$ cat src/rtl/lcd_cmd_responder_if.sv
// lcd_cmd_responder_if: 8-bit HD44780-style parallel LCD bus.
//   LcdE       enable strobe (initiator -> display, asynchronous to the display clock)
//   LcdRS      0 = instruction register, 1 = data register
//   LcdRW      0 = write, 1 = read
//   LcdDataIn  DB7..DB0 driven by the initiator
//   LcdDataOut read data returned by the display
//   LcdDataOe  display drives LcdDataOut while high
// Modports: master = controller side, slave = display side.
`timescale 1ns/1ps
interface lcd_cmd_responder_if;
    logic       LcdE;
    logic       LcdRS;
    logic       LcdRW;
    logic [7:0] LcdDataIn;
    logic [7:0] LcdDataOut;
    logic       LcdDataOe;

    modport master (output LcdE, LcdRS, LcdRW, LcdDataIn, input LcdDataOut, LcdDataOe);
    modport slave  (input LcdE, LcdRS, LcdRW, LcdDataIn, output LcdDataOut, LcdDataOe);
endinterface

$ cat src/rtl/lcd_cmd_responder.sv
// lcd_cmd_responder: display end of an HD44780-style 8-bit LCD bus.
// Decodes instructions/data writes on the falling edge of the synchronized
// E strobe, models the busy flag, keeps display mode flags and a 2x16
// character buffer, and answers busy-flag/address and data reads.
// Ports:
//   Clock, Reset        system clock, asynchronous active-high reset
//   bus (slave)         LcdE/LcdRS/LcdRW/LcdDataIn in, LcdDataOut/LcdDataOe out
//   Busy                busy flag
//   DisplayOn/CursorOn/BlinkOn, IncMode/ShiftMode, Func8bit/TwoLine  mode flags
//   DdramAddr           address counter
//   CharRdAddr/CharRdData  host-side combinational buffer read port
//   WrIgnored           one-cycle pulse when a write is rejected
// Build option: define LCD_STRICT_BUSY_EN to drop writes that arrive while
// Busy=1; otherwise such writes execute and reload the busy counter.
`timescale 1ns/1ps
module lcd_cmd_responder #(
    parameter int BUSY_SHORT_CYC = 1950,
    parameter int BUSY_LONG_CYC  = 76500,
    parameter int CNT_W          = 17
) (
    input  logic                    Clock,
    input  logic                    Reset,
    lcd_cmd_responder_if.slave      bus,
    output logic                    Busy,
    output logic                    DisplayOn,
    output logic                    CursorOn,
    output logic                    BlinkOn,
    output logic                    IncMode,
    output logic                    ShiftMode,
    output logic                    Func8bit,
    output logic                    TwoLine,
    output logic [6:0]              DdramAddr,
    input  logic [4:0]              CharRdAddr,
    output logic [7:0]              CharRdData,
    output logic                    WrIgnored
);
    // Counter holds the busy cycles still to come, so EXEC loads N-1.
    localparam logic [CNT_W-1:0] SHORT_LD = CNT_W'(BUSY_SHORT_CYC - 1);
    localparam logic [CNT_W-1:0] LONG_LD  = CNT_W'(BUSY_LONG_CYC - 1);

    typedef enum logic [1:0] {S_IDLE, S_EXEC, S_BUSY} state_t;

    state_t           state, state_nx;
    logic [CNT_W-1:0] cnt;
    logic             e_s1, e_s2, e_d;
    logic             rs_s1, rs_s2, rw_s1, rw_s2;
    logic [7:0]       db_s1, db_s2;
    logic             cap_rs, cap_rw;
    logic [7:0]       cap_db;
    logic             pend, cmd_rs;
    logic [7:0]       cmd_db;
    logic             clr_active;
    logic [4:0]       clr_idx;
    logic [7:0]       char_mem [32];
    logic             fall, wr_fall, wr_accept, rd_step;
    logic             is_clear, is_long, can_exec;
    logic             map_ok;
    logic [4:0]       map_idx;

    function automatic logic [6:0] addr_step(input logic [6:0] a, input logic inc,
                                             input logic two);
        if (two) begin
            if (inc) return (a == 7'h27) ? 7'h40 : (a == 7'h67) ? 7'h00 : a + 7'd1;
            else     return (a == 7'h00) ? 7'h67 : (a == 7'h40) ? 7'h27 : a - 7'd1;
        end
        if (inc) return (a == 7'h4F) ? 7'h00 : a + 7'd1;
        return (a == 7'h00) ? 7'h4F : a - 7'd1;
    endfunction

    // E is synchronized; RS/RW/DB go through the same depth so they stay
    // aligned with it, and the last values seen while E was high are kept.
    always_ff @(posedge Clock or posedge Reset) begin
        if (Reset) begin
            {e_s1, e_s2, e_d, rs_s1, rs_s2, rw_s1, rw_s2} <= '0;
            {db_s1, db_s2, cap_db} <= '0;
            {cap_rs, cap_rw} <= '0;
        end else begin
            e_s1  <= bus.LcdE;      e_s2  <= e_s1;  e_d <= e_s2;
            rs_s1 <= bus.LcdRS;     rs_s2 <= rs_s1;
            rw_s1 <= bus.LcdRW;     rw_s2 <= rw_s1;
            db_s1 <= bus.LcdDataIn; db_s2 <= db_s1;
            if (e_s2) begin
                cap_rs <= rs_s2;
                cap_rw <= rw_s2;
                cap_db <= db_s2;
            end
        end
    end

    assign fall     = e_d & ~e_s2;
    assign wr_fall  = fall & ~cap_rw;
    assign rd_step  = fall & cap_rw & cap_rs;
    assign Busy     = (state != S_IDLE);
    assign is_clear = ~cmd_rs & (cmd_db == 8'h01);
    assign is_long  = ~cmd_rs & (cmd_db[7:2] == 6'd0) & (cmd_db[1:0] != 2'd0);
    // A pending non-clear write waits for a running clear fill to finish.
    assign can_exec = pend & (~clr_active | is_clear);

`ifdef LCD_STRICT_BUSY_EN
    logic wr_ign;
    assign wr_accept = wr_fall & ~Busy;
    always_ff @(posedge Clock or posedge Reset) begin
        if (Reset) wr_ign <= 1'b0;
        else       wr_ign <= wr_fall & Busy;
    end
    assign WrIgnored = wr_ign;
`else
    assign wr_accept = wr_fall;
    assign WrIgnored = 1'b0;
`endif

    always_comb begin
        map_ok  = 1'b0;
        map_idx = 5'd0;
        if (DdramAddr[6:4] == 3'b000) begin
            map_ok  = 1'b1;
            map_idx = {1'b0, DdramAddr[3:0]};
        end else if (DdramAddr[6:4] == 3'b100) begin
            map_ok  = 1'b1;
            map_idx = {1'b1, DdramAddr[3:0]};
        end
    end

    assign bus.LcdDataOe  = e_s2 & rw_s2;
    assign bus.LcdDataOut = !bus.LcdDataOe ? 8'h00 :
                            !rs_s2         ? {Busy, DdramAddr} :
                            map_ok         ? char_mem[map_idx] : 8'h00;
    assign CharRdData     = char_mem[CharRdAddr];

    always_comb begin
        state_nx = state;
        case (state)
            S_IDLE:  if (can_exec) state_nx = S_EXEC;
            S_EXEC:  state_nx = S_BUSY;
            S_BUSY:  if (can_exec)                 state_nx = S_EXEC;
                     else if (cnt <= CNT_W'(1))    state_nx = S_IDLE;
            default: state_nx = S_IDLE;
        endcase
    end

    always_ff @(posedge Clock or posedge Reset) begin
        if (Reset) state <= S_IDLE;
        else       state <= state_nx;
    end

    always_ff @(posedge Clock or posedge Reset) begin
        if (Reset) begin
            cnt        <= '0;
            pend       <= 1'b0;
            cmd_rs     <= 1'b0;
            cmd_db     <= 8'h00;
            clr_active <= 1'b0;
            clr_idx    <= 5'd0;
            {DisplayOn, CursorOn, BlinkOn, ShiftMode, TwoLine} <= '0;
            IncMode    <= 1'b1;
            Func8bit   <= 1'b1;
            DdramAddr  <= 7'h00;
            for (int i = 0; i < 32; i++) char_mem[i] <= 8'h20;
        end else begin
            if (wr_accept) begin
                pend   <= 1'b1;
                cmd_rs <= cap_rs;
                cmd_db <= cap_db;
            end else if (state_nx == S_EXEC) begin
                pend <= 1'b0;
            end

            if (state == S_EXEC)                      cnt <= is_long ? LONG_LD : SHORT_LD;
            else if (state == S_BUSY && cnt != '0)    cnt <= cnt - CNT_W'(1);

            if (state == S_EXEC) begin
                if (cmd_rs) begin
                    if (map_ok) char_mem[map_idx] <= cmd_db;
                    DdramAddr <= addr_step(DdramAddr, IncMode, TwoLine);
                end else begin
                    casez (cmd_db)
                        8'b1???????: DdramAddr <= cmd_db[6:0];
                        8'b01??????: ;
                        8'b001?????: {Func8bit, TwoLine} <= cmd_db[4:3];
                        8'b0001????: if (!cmd_db[3])
                                         DdramAddr <= addr_step(DdramAddr, cmd_db[2], TwoLine);
                        8'b00001???: {DisplayOn, CursorOn, BlinkOn} <= cmd_db[2:0];
                        8'b000001??: {IncMode, ShiftMode} <= cmd_db[1:0];
                        8'b0000001?: DdramAddr <= 7'h00;
                        8'b00000001: begin
                            DdramAddr <= 7'h00;
                            IncMode   <= 1'b1;
                        end
                        default: ;
                    endcase
                end
            end else if (rd_step) begin
                DdramAddr <= addr_step(DdramAddr, IncMode, TwoLine);
            end

            // Clear refills one entry per cycle; a new Clear restarts at 0.
            if (state == S_EXEC && is_clear) begin
                clr_active <= 1'b1;
                clr_idx    <= 5'd0;
            end else if (clr_active) begin
                char_mem[clr_idx] <= 8'h20;
                clr_idx           <= clr_idx + 5'd1;
                if (clr_idx == 5'd31) clr_active <= 1'b0;
            end
        end
    end
endmodule

$ cat src/flat_wrapper.sv
// flat-port wrapper written by rule: the top's interface ports become plain ports
module lcd_cmd_responder_flat 
#(
    parameter int BUSY_SHORT_CYC = 1950,
    parameter int BUSY_LONG_CYC  = 76500,
    parameter int CNT_W          = 17
)
  (Clock, Reset, Busy, DisplayOn, CursorOn, BlinkOn, IncMode, ShiftMode, Func8bit, TwoLine, DdramAddr, CharRdAddr, CharRdData, WrIgnored, bus_LcdE, bus_LcdRS, bus_LcdRW, bus_LcdDataIn, bus_LcdDataOut, bus_LcdDataOe);
  lcd_cmd_responder_if bus_i ();
  input  logic Clock;
  input  logic Reset;
  output logic Busy;
  output logic DisplayOn;
  output logic CursorOn;
  output logic BlinkOn;
  output logic IncMode;
  output logic ShiftMode;
  output logic Func8bit;
  output logic TwoLine;
  output logic [6:0] DdramAddr;
  input  logic [4:0] CharRdAddr;
  output logic [7:0] CharRdData;
  output logic WrIgnored;
  input wire logic [$bits(bus_i.LcdE)-1:0] bus_LcdE;
  input wire logic [$bits(bus_i.LcdRS)-1:0] bus_LcdRS;
  input wire logic [$bits(bus_i.LcdRW)-1:0] bus_LcdRW;
  input wire logic [$bits(bus_i.LcdDataIn)-1:0] bus_LcdDataIn;
  output wire logic [$bits(bus_i.LcdDataOut)-1:0] bus_LcdDataOut;
  output wire logic [$bits(bus_i.LcdDataOe)-1:0] bus_LcdDataOe;
  assign bus_i.LcdE = bus_LcdE;
  assign bus_i.LcdRS = bus_LcdRS;
  assign bus_i.LcdRW = bus_LcdRW;
  assign bus_i.LcdDataIn = bus_LcdDataIn;
  assign bus_LcdDataOut = bus_i.LcdDataOut;
  assign bus_LcdDataOe = bus_i.LcdDataOe;
  lcd_cmd_responder #(.BUSY_SHORT_CYC(BUSY_SHORT_CYC), .BUSY_LONG_CYC(BUSY_LONG_CYC), .CNT_W(CNT_W)) u_core (.Clock(Clock), .Reset(Reset), .bus(bus_i), .Busy(Busy), .DisplayOn(DisplayOn), .CursorOn(CursorOn), .BlinkOn(BlinkOn), .IncMode(IncMode), .ShiftMode(ShiftMode), .Func8bit(Func8bit), .TwoLine(TwoLine), .DdramAddr(DdramAddr), .CharRdAddr(CharRdAddr), .CharRdData(CharRdData), .WrIgnored(WrIgnored));
endmodule
$ cat config.mk
export PLATFORM = sky130hd
export DESIGN_NAME = lcd_cmd_responder_flat
export DESIGN_NICKNAME = d
export VERILOG_FILES = /design/src/rtl/lcd_cmd_responder_if.sv /design/src/rtl/lcd_cmd_responder.sv /design/src/flat_wrapper.sv
export SDC_FILE = /design/constraint.sdc
export NUM_CORES = 1
export LEC_CHECK = 0
export CAP_MARGIN = 15
export CORE_MARGIN = 2
export CORE_UTILIZATION = 58
export DETAILED_ROUTE_END_ITERATION = 8
export PLACE_DENSITY = 0.73
export RECOVER_POWER = 100
export SYNTH_ARGS = -nofsm -noshare
export SYNTH_HDL_FRONTEND = slang
export SYNTH_SLANG_ARGS = --single-unit
$ cat constraint.sdc
create_clock -name Clock -period 11.8 [get_ports Clock]
set_input_delay 1.18 -clock Clock [delete_from_list [all_inputs] [get_ports Clock]]
set_output_delay 1.18 -clock Clock [all_outputs]
set_load 0.005 [all_outputs]
# Word-level counts from Yosys, hierarchy flattened
# Index checks and enable logic that the tools add are counted.
# op_classes
n_bitwise	20
eq_ne	17
n_addsub	4
mux	83
n_reduce_logical	22
n_lt_le_gt_ge	6
# ops
op	count
two-way mux 256 bit	5
bitwise mux 256 bit	1
AND 224 bit	1
inverter 224 bit	1
two-way mux 7 bit	22
binary-select mux 8 bit (select 5 bit)	2
demux 8 bit (select 5 bit)	2
two-way mux 8 bit	9
two-way mux 17 bit	3
bitwise OR 32 bit	1
two-way mux 1 bit	29
== test 7 bit, second input constant	3
one-hot mux 7 bit (3 select lines)	1
two-way mux 5 bit	4
>= comparator 6 bit, second input constant	3
inverter 5 -> 6 bit	3
less-or-equal comparator 17 x 1 -> 1 bit, second input constant	1
nonzero test 17 bit	1
subtractor 17 x 1 -> 17 bit, second input constant	1
AND reduction 3 bit	5
nonzero test 2 bit	7
< comparator 6 x 1 -> 1 bit, second input constant	2
AND 1 bit	9
== test 8 x 1 -> 1 bit, second input constant	1
26 further kinds	35
# word_totals
wordCells	211
in_bits	18
regBits	338

# Logic depth before layout (Yosys ltp)
# logic_depth
word_depth	16
mapped_depth	11
ltp_nobuf	8

# Worst setup path after synthesis
# No wires, ideal clock.
# synth_timing
kind	input -> output
from	input CharRdAddr[0]
to	output CharRdData[0]
slack_ns	7.681
path_stages	5
arrival_ns	2.939
n_path_buf	2
path_cell_list	buf_2 -> buf_2 -> mux4_2 -> mux4_2 -> mux2_2
# synth_between
elab_chain_cells	4
# synth_rtl
item	line_no	rtl
start, declared	flat_wrapper.sv:21	input logic [4:0] CharRdAddr;
inverter 5 -> 6 bit (not written as such)	lcd_cmd_responder.sv:128	assign CharRdData = char_mem[CharRdAddr];
binary-select mux 8 bit (select 5 bit)	lcd_cmd_responder.sv:128	
two-way mux 8 bit (not written as such) (2 in series)	lcd_cmd_responder.sv:128	
end, declared	flat_wrapper.sv:22	output logic [7:0] CharRdData;
# No other way between the ends. The select of a mux whose other input is x is not followed.

# Worst setup path after layout
# layout_timing
from	register u_core.DdramAddr[0]
to	output bus_LcdDataOut[0]
# layout_between
elab_chain_cells	9
# layout_rtl
item	line_no	rtl
start, declared	lcd_cmd_responder.sv:32	output logic [6:0] DdramAddr,
start signal, assigned	lcd_cmd_responder.sv:174	DdramAddr <= addr_step(DdramAddr, IncMode, TwoLine);
start signal, assigned	lcd_cmd_responder.sv:181	DdramAddr <= addr_step(DdramAddr, cmd_db[2], TwoLine);
start signal, assigned	lcd_cmd_responder.sv:193	DdramAddr <= addr_step(DdramAddr, IncMode, TwoLine);
two-way mux 5 bit	lcd_cmd_responder.sv:118	end else if (DdramAddr[6:4] == 3'b100) begin
two-way mux 5 bit	lcd_cmd_responder.sv:115	if (DdramAddr[6:4] == 3'b000) begin
inverter 5 -> 6 bit (not written as such)	lcd_cmd_responder.sv:127	map_ok ? char_mem[map_idx] : 8'h00;
binary-select mux 8 bit (select 5 bit)	lcd_cmd_responder.sv:127	
two-way mux 8 bit (not written as such) (2 in series)	lcd_cmd_responder.sv:127	
two-way mux 8 bit	lcd_cmd_responder.sv:127	
two-way mux 8 bit *	lcd_cmd_responder.sv:126	!rs_s2 ? {Busy, DdramAddr} :
two-way mux 8 bit *	lcd_cmd_responder.sv:125	assign bus.LcdDataOut = !bus.LcdDataOe ? 8'h00 :
end, declared	flat_wrapper.sv:28	output wire logic [$bits(bus_i.LcdDataOut)-1:0] bus_LcdDataOut;
# Mark *: on every way between the ends. The rest lies on a longest branch, timed or not. The select of a mux whose other input is x is not followed.

==> flow_summary.json <==
{
  "p_per_area_nw_per_um2": 223,
  "cts_sinks": 338,
  "grt_usage_pct": 39.7,
  "async_flop_share_pct": 100,
  "p_leak_nw": 9.03,
  "setup.worst_path.end_class": "output port",
  "r2r_slack_ns": 5.14,
  "tns_ns": 0,
  "fin_crit_ns": 8.31,
  "synth_warnings": 0,
  "post_cts_buffers": 0,
  "cts_buffer_depth": 3,
  "synth_edf_count": 0,
  "yosysTopAreaCell": "dfrtp_1",
  "vias": 16836,
  "fin_nets": 1936,
  "avgSynthCellArea_um2": 10.0,
  "syn_area_um2": 19400,
  "crit_slowest_cell": "clkbuf_1",
  "wl_per_cell_um": 29.1,
  "crit_chain": "clkbuf_1, inv_1, or3_1, o21ai_0, o311ai_0, a31oi_1, o21ai_0, clkdlybuf4s50_1",
  "maxCapViolCount": 12,
  "ctsHtreeMaxLevel": 2,
  "gp_congestion": 1.11,
  "cp.arrival_ns": 7.13,
  "rsz0062_at_grt": "false",
  "dp.cells": 2309,
  "grt_max_degree": 130,
  "cpPeakStageDelay_ns": 1.98,
  "start_util_pct": 59.3,
  "portBuffers": 49,
  "setup_viol": 0,
  "crit_type": "reg2out",
  "coreArea_um2": 32700,
  "firstDrtPassIters": 9,
  "n_antenna_cell": 0,
  "grt-ovfl-total": 0,
  "r2r_start": "u_core.DdramAddr[0]",
  "ir_drop_v": 0.000176,
  "crit_top_cell": "o21ai_0",
  "root_buffer": "clkbuf_16",
  "clk_latency_ns": 0.57,
  "synthTopCellsByArea": "dfrtp_1 39%, mux4_2 10%, mux2i_1 8.8%, dfstp_2 4.6%, a21oi_1 4.1%",
  "holdCritPathClass": "reg2reg",
  "grt_pass1_wl_um": 104000,
  "ioPinCount": 51,
  "yosysUniqueCellTypes": 79,
  "drive_gt1_share_pct": 15.2,
  "layout.cells.non_filler": 2379,
  "syn_nets": 1965,
  "clkTransAtPathRegs_ns": 0.06,
  "fin_crit_sh_pct": 70.4,
  "drtIter0Drc": 2374,
  "ys_dominant_reg_cell": "dfrtp_1",
  "ctsHoldBuffers": 0,
  "syn_inst": 1937,
  "n_fill_cell": 2651,
  "cts_tree": "done",
  "violations": "max-capacitance violations, max-slew violations",
  "die-area_um2": 34900,
  "synth-seq-area-share_pct": 43.9,
  "synth_commonest_cells": "304 x dfrtp_1, 208 x nand2_1, 191 x nor2_1",
  "antenna_found_initial": 0,
  "core.rowCount": 66,
  "numCtsBuffers": 38,
  "die-width_um": 187,
  "worst_pin_slew_ns": 5.67,
  "finalHoldViolCount": 0,
  "postRouteAntennaNets": 0,
  "status": "finished with violations",
  "critical_path.top_delay_family": "buffers and inverters",
  "hold_start": "u_core.db_s1[3]",
  "dieHeight_um": 187,
  "drc": 0,
  "relSlewSlack_pct": -278,
  "first_global_vias": 16049,
  "yosysMostFrequentCell": "dfrtp_1",
  "finalMaxSlewViolations": 522,
  "area_growth_pct": 10.3,
  "clock_skew_ns": 0.0246,
  "cts_resized": 0,
  "postRouteWirelength_um": 69100,
  "viasPerCell": 7.08,
  "worstPathRequired_ns": 10.62,
  "worstPathMaxFanout": 45,
  "synth_top_area_share_pct": 39.3,
  "ys_ff_latch": 338,
  "clock.fmax_mhz": 120,
  "hold_depth": 0,
  "start_kind": "flop",
  "dp_hpwl_um": 45800,
  "min_to": "u_core.db_s2[3]",
  "timing.critical_path.buf_inv": 3,
  "ff2ff_path_depth": 9,
  "reg2reg_to": "u_core.DdramAddr[5]"
}
[cells in the final DEF (no fill, tap or decap), types with 9 or more instances in the layout]
master           count
clkbuf_16           39
dfrtp_1            304
o22a_1               9
nor2b_1             11
nor2_2              13
dlygate4sd3_1       30
clkbuf_1            15
inv_1               17
nand2_1            208
o221ai_1            20
nor2_1             188
a21oi_1            158
nand2b_1            13
buf_4               32
a31oi_1             13
o22ai_1             19
nand3_1            141
a211oi_1            13
clkdlybuf4s50_1     17
mux2_2              38
o211ai_1            11
dfstp_2             33
o21ai_0             88
mux4_2              87
nor3_1              34
mux2i_1            170
clkbuf_8            12
or3_1               11
ha_1                10
[cells by family (layout without fill, tap and decap cells)]
| family | after synthesis | count (layout) | share of synthesized area (%) |
|---|---|---|---|
| DFF | 338 | 338 | 43.9 |
| other | 1 | 1 | 0.0194 |
| and+or+nand+nor | 690 | 690 | 16.6 |
| AOI/OAI and AO/OA | 407 | 407 | 13.1 |
| adders and majority gates | 10 | 10 | 0.646 |
| xor gates and xnor gates | 13 | 13 | 0.588 |
| muxes | 298 | 298 | 21.3 |
| buffers and inverters | 180 | 180 | 3.93 |
[routing by layer]
layer	share of wire [%]	global-route usage, %	vias to the layer above
met5	0.090	2.20	-
met2	43	57.8	1285
met4	5.1	17.6	2
met3	14	12.1	251
li1	-	-	7019
met1	38	54.9	8279
[worst max-delay path by stage]
stage / start / endpoint / slack, ns / depth (start not counted)
6_report: u_core.DdramAddr[0] / bus_LcdDataOut[0] / 3.49 / 8
5_1_grt: u_core.DdramAddr[0] / bus_LcdDataOut[0] / 3.39 / 8
4_1_cts: u_core.DdramAddr[0] / bus_LcdDataOut[2] / 6.27 / 9
3_5_place_dp: CharRdAddr[0] / CharRdData[0] / 6.42 / 6
3_3_place_gp: CharRdAddr[0] / CharRdData[0] / 6.47 / 6
2_1_floorplan: Reset / u_core.BlinkOn / 1.31 / 1
[through the flow]
step                      instance area [um2]  setup slack (ns)  utilization, %  hold WS (ns)  power [mW]
after floorplan                         19400              1.31               -         0.331        2.74
after global placement                  20100              6.47            61.4         0.333        3.38
after detailed placement                20100              6.42            61.4         0.336        3.41
after CTS                               21400              6.27            65.5         0.345        4.68
after global routing                    21400              3.39            65.4         0.351        4.91
final                                   21400              3.49            65.4         0.346        4.76
[power breakdown]
part,internal (mW),total (mW),switching [mW],leakage [nW]
sequential,1.38,1.69,0.310,4.43
combinational,0.640,1.79,1.15,3.94
clock,0.773,1.27,0.502,0.664
total,2.79,4.76,1.97,9.03
[area by class of cell]
class	instances	area (um2)	share of cell area, %
Multi-Input combinational cell	1419	10100	47.3
Sequential cell	338	8500	39.8
Clock buffer	56	1160	5.43
Timing Repair Buffer	91	781	3.65
Tap cell	442	553	2.59
Clock inverter	13	200	0.936
Inverter	20	76.3	0.357
[sequential cells by signal, indices dropped and copies added (netlist names), 2 cells and up]
register,flops
u_core.cnt,17
u_core.clr_idx,5
u_core.state,2
u_core.DdramAddr,7
u_core.db_s1,8
u_core.char_mem,256
u_core.cmd_db,8
u_core.cap_db,8
u_core.db_s2,8
(Power assumes the default switching activity.)
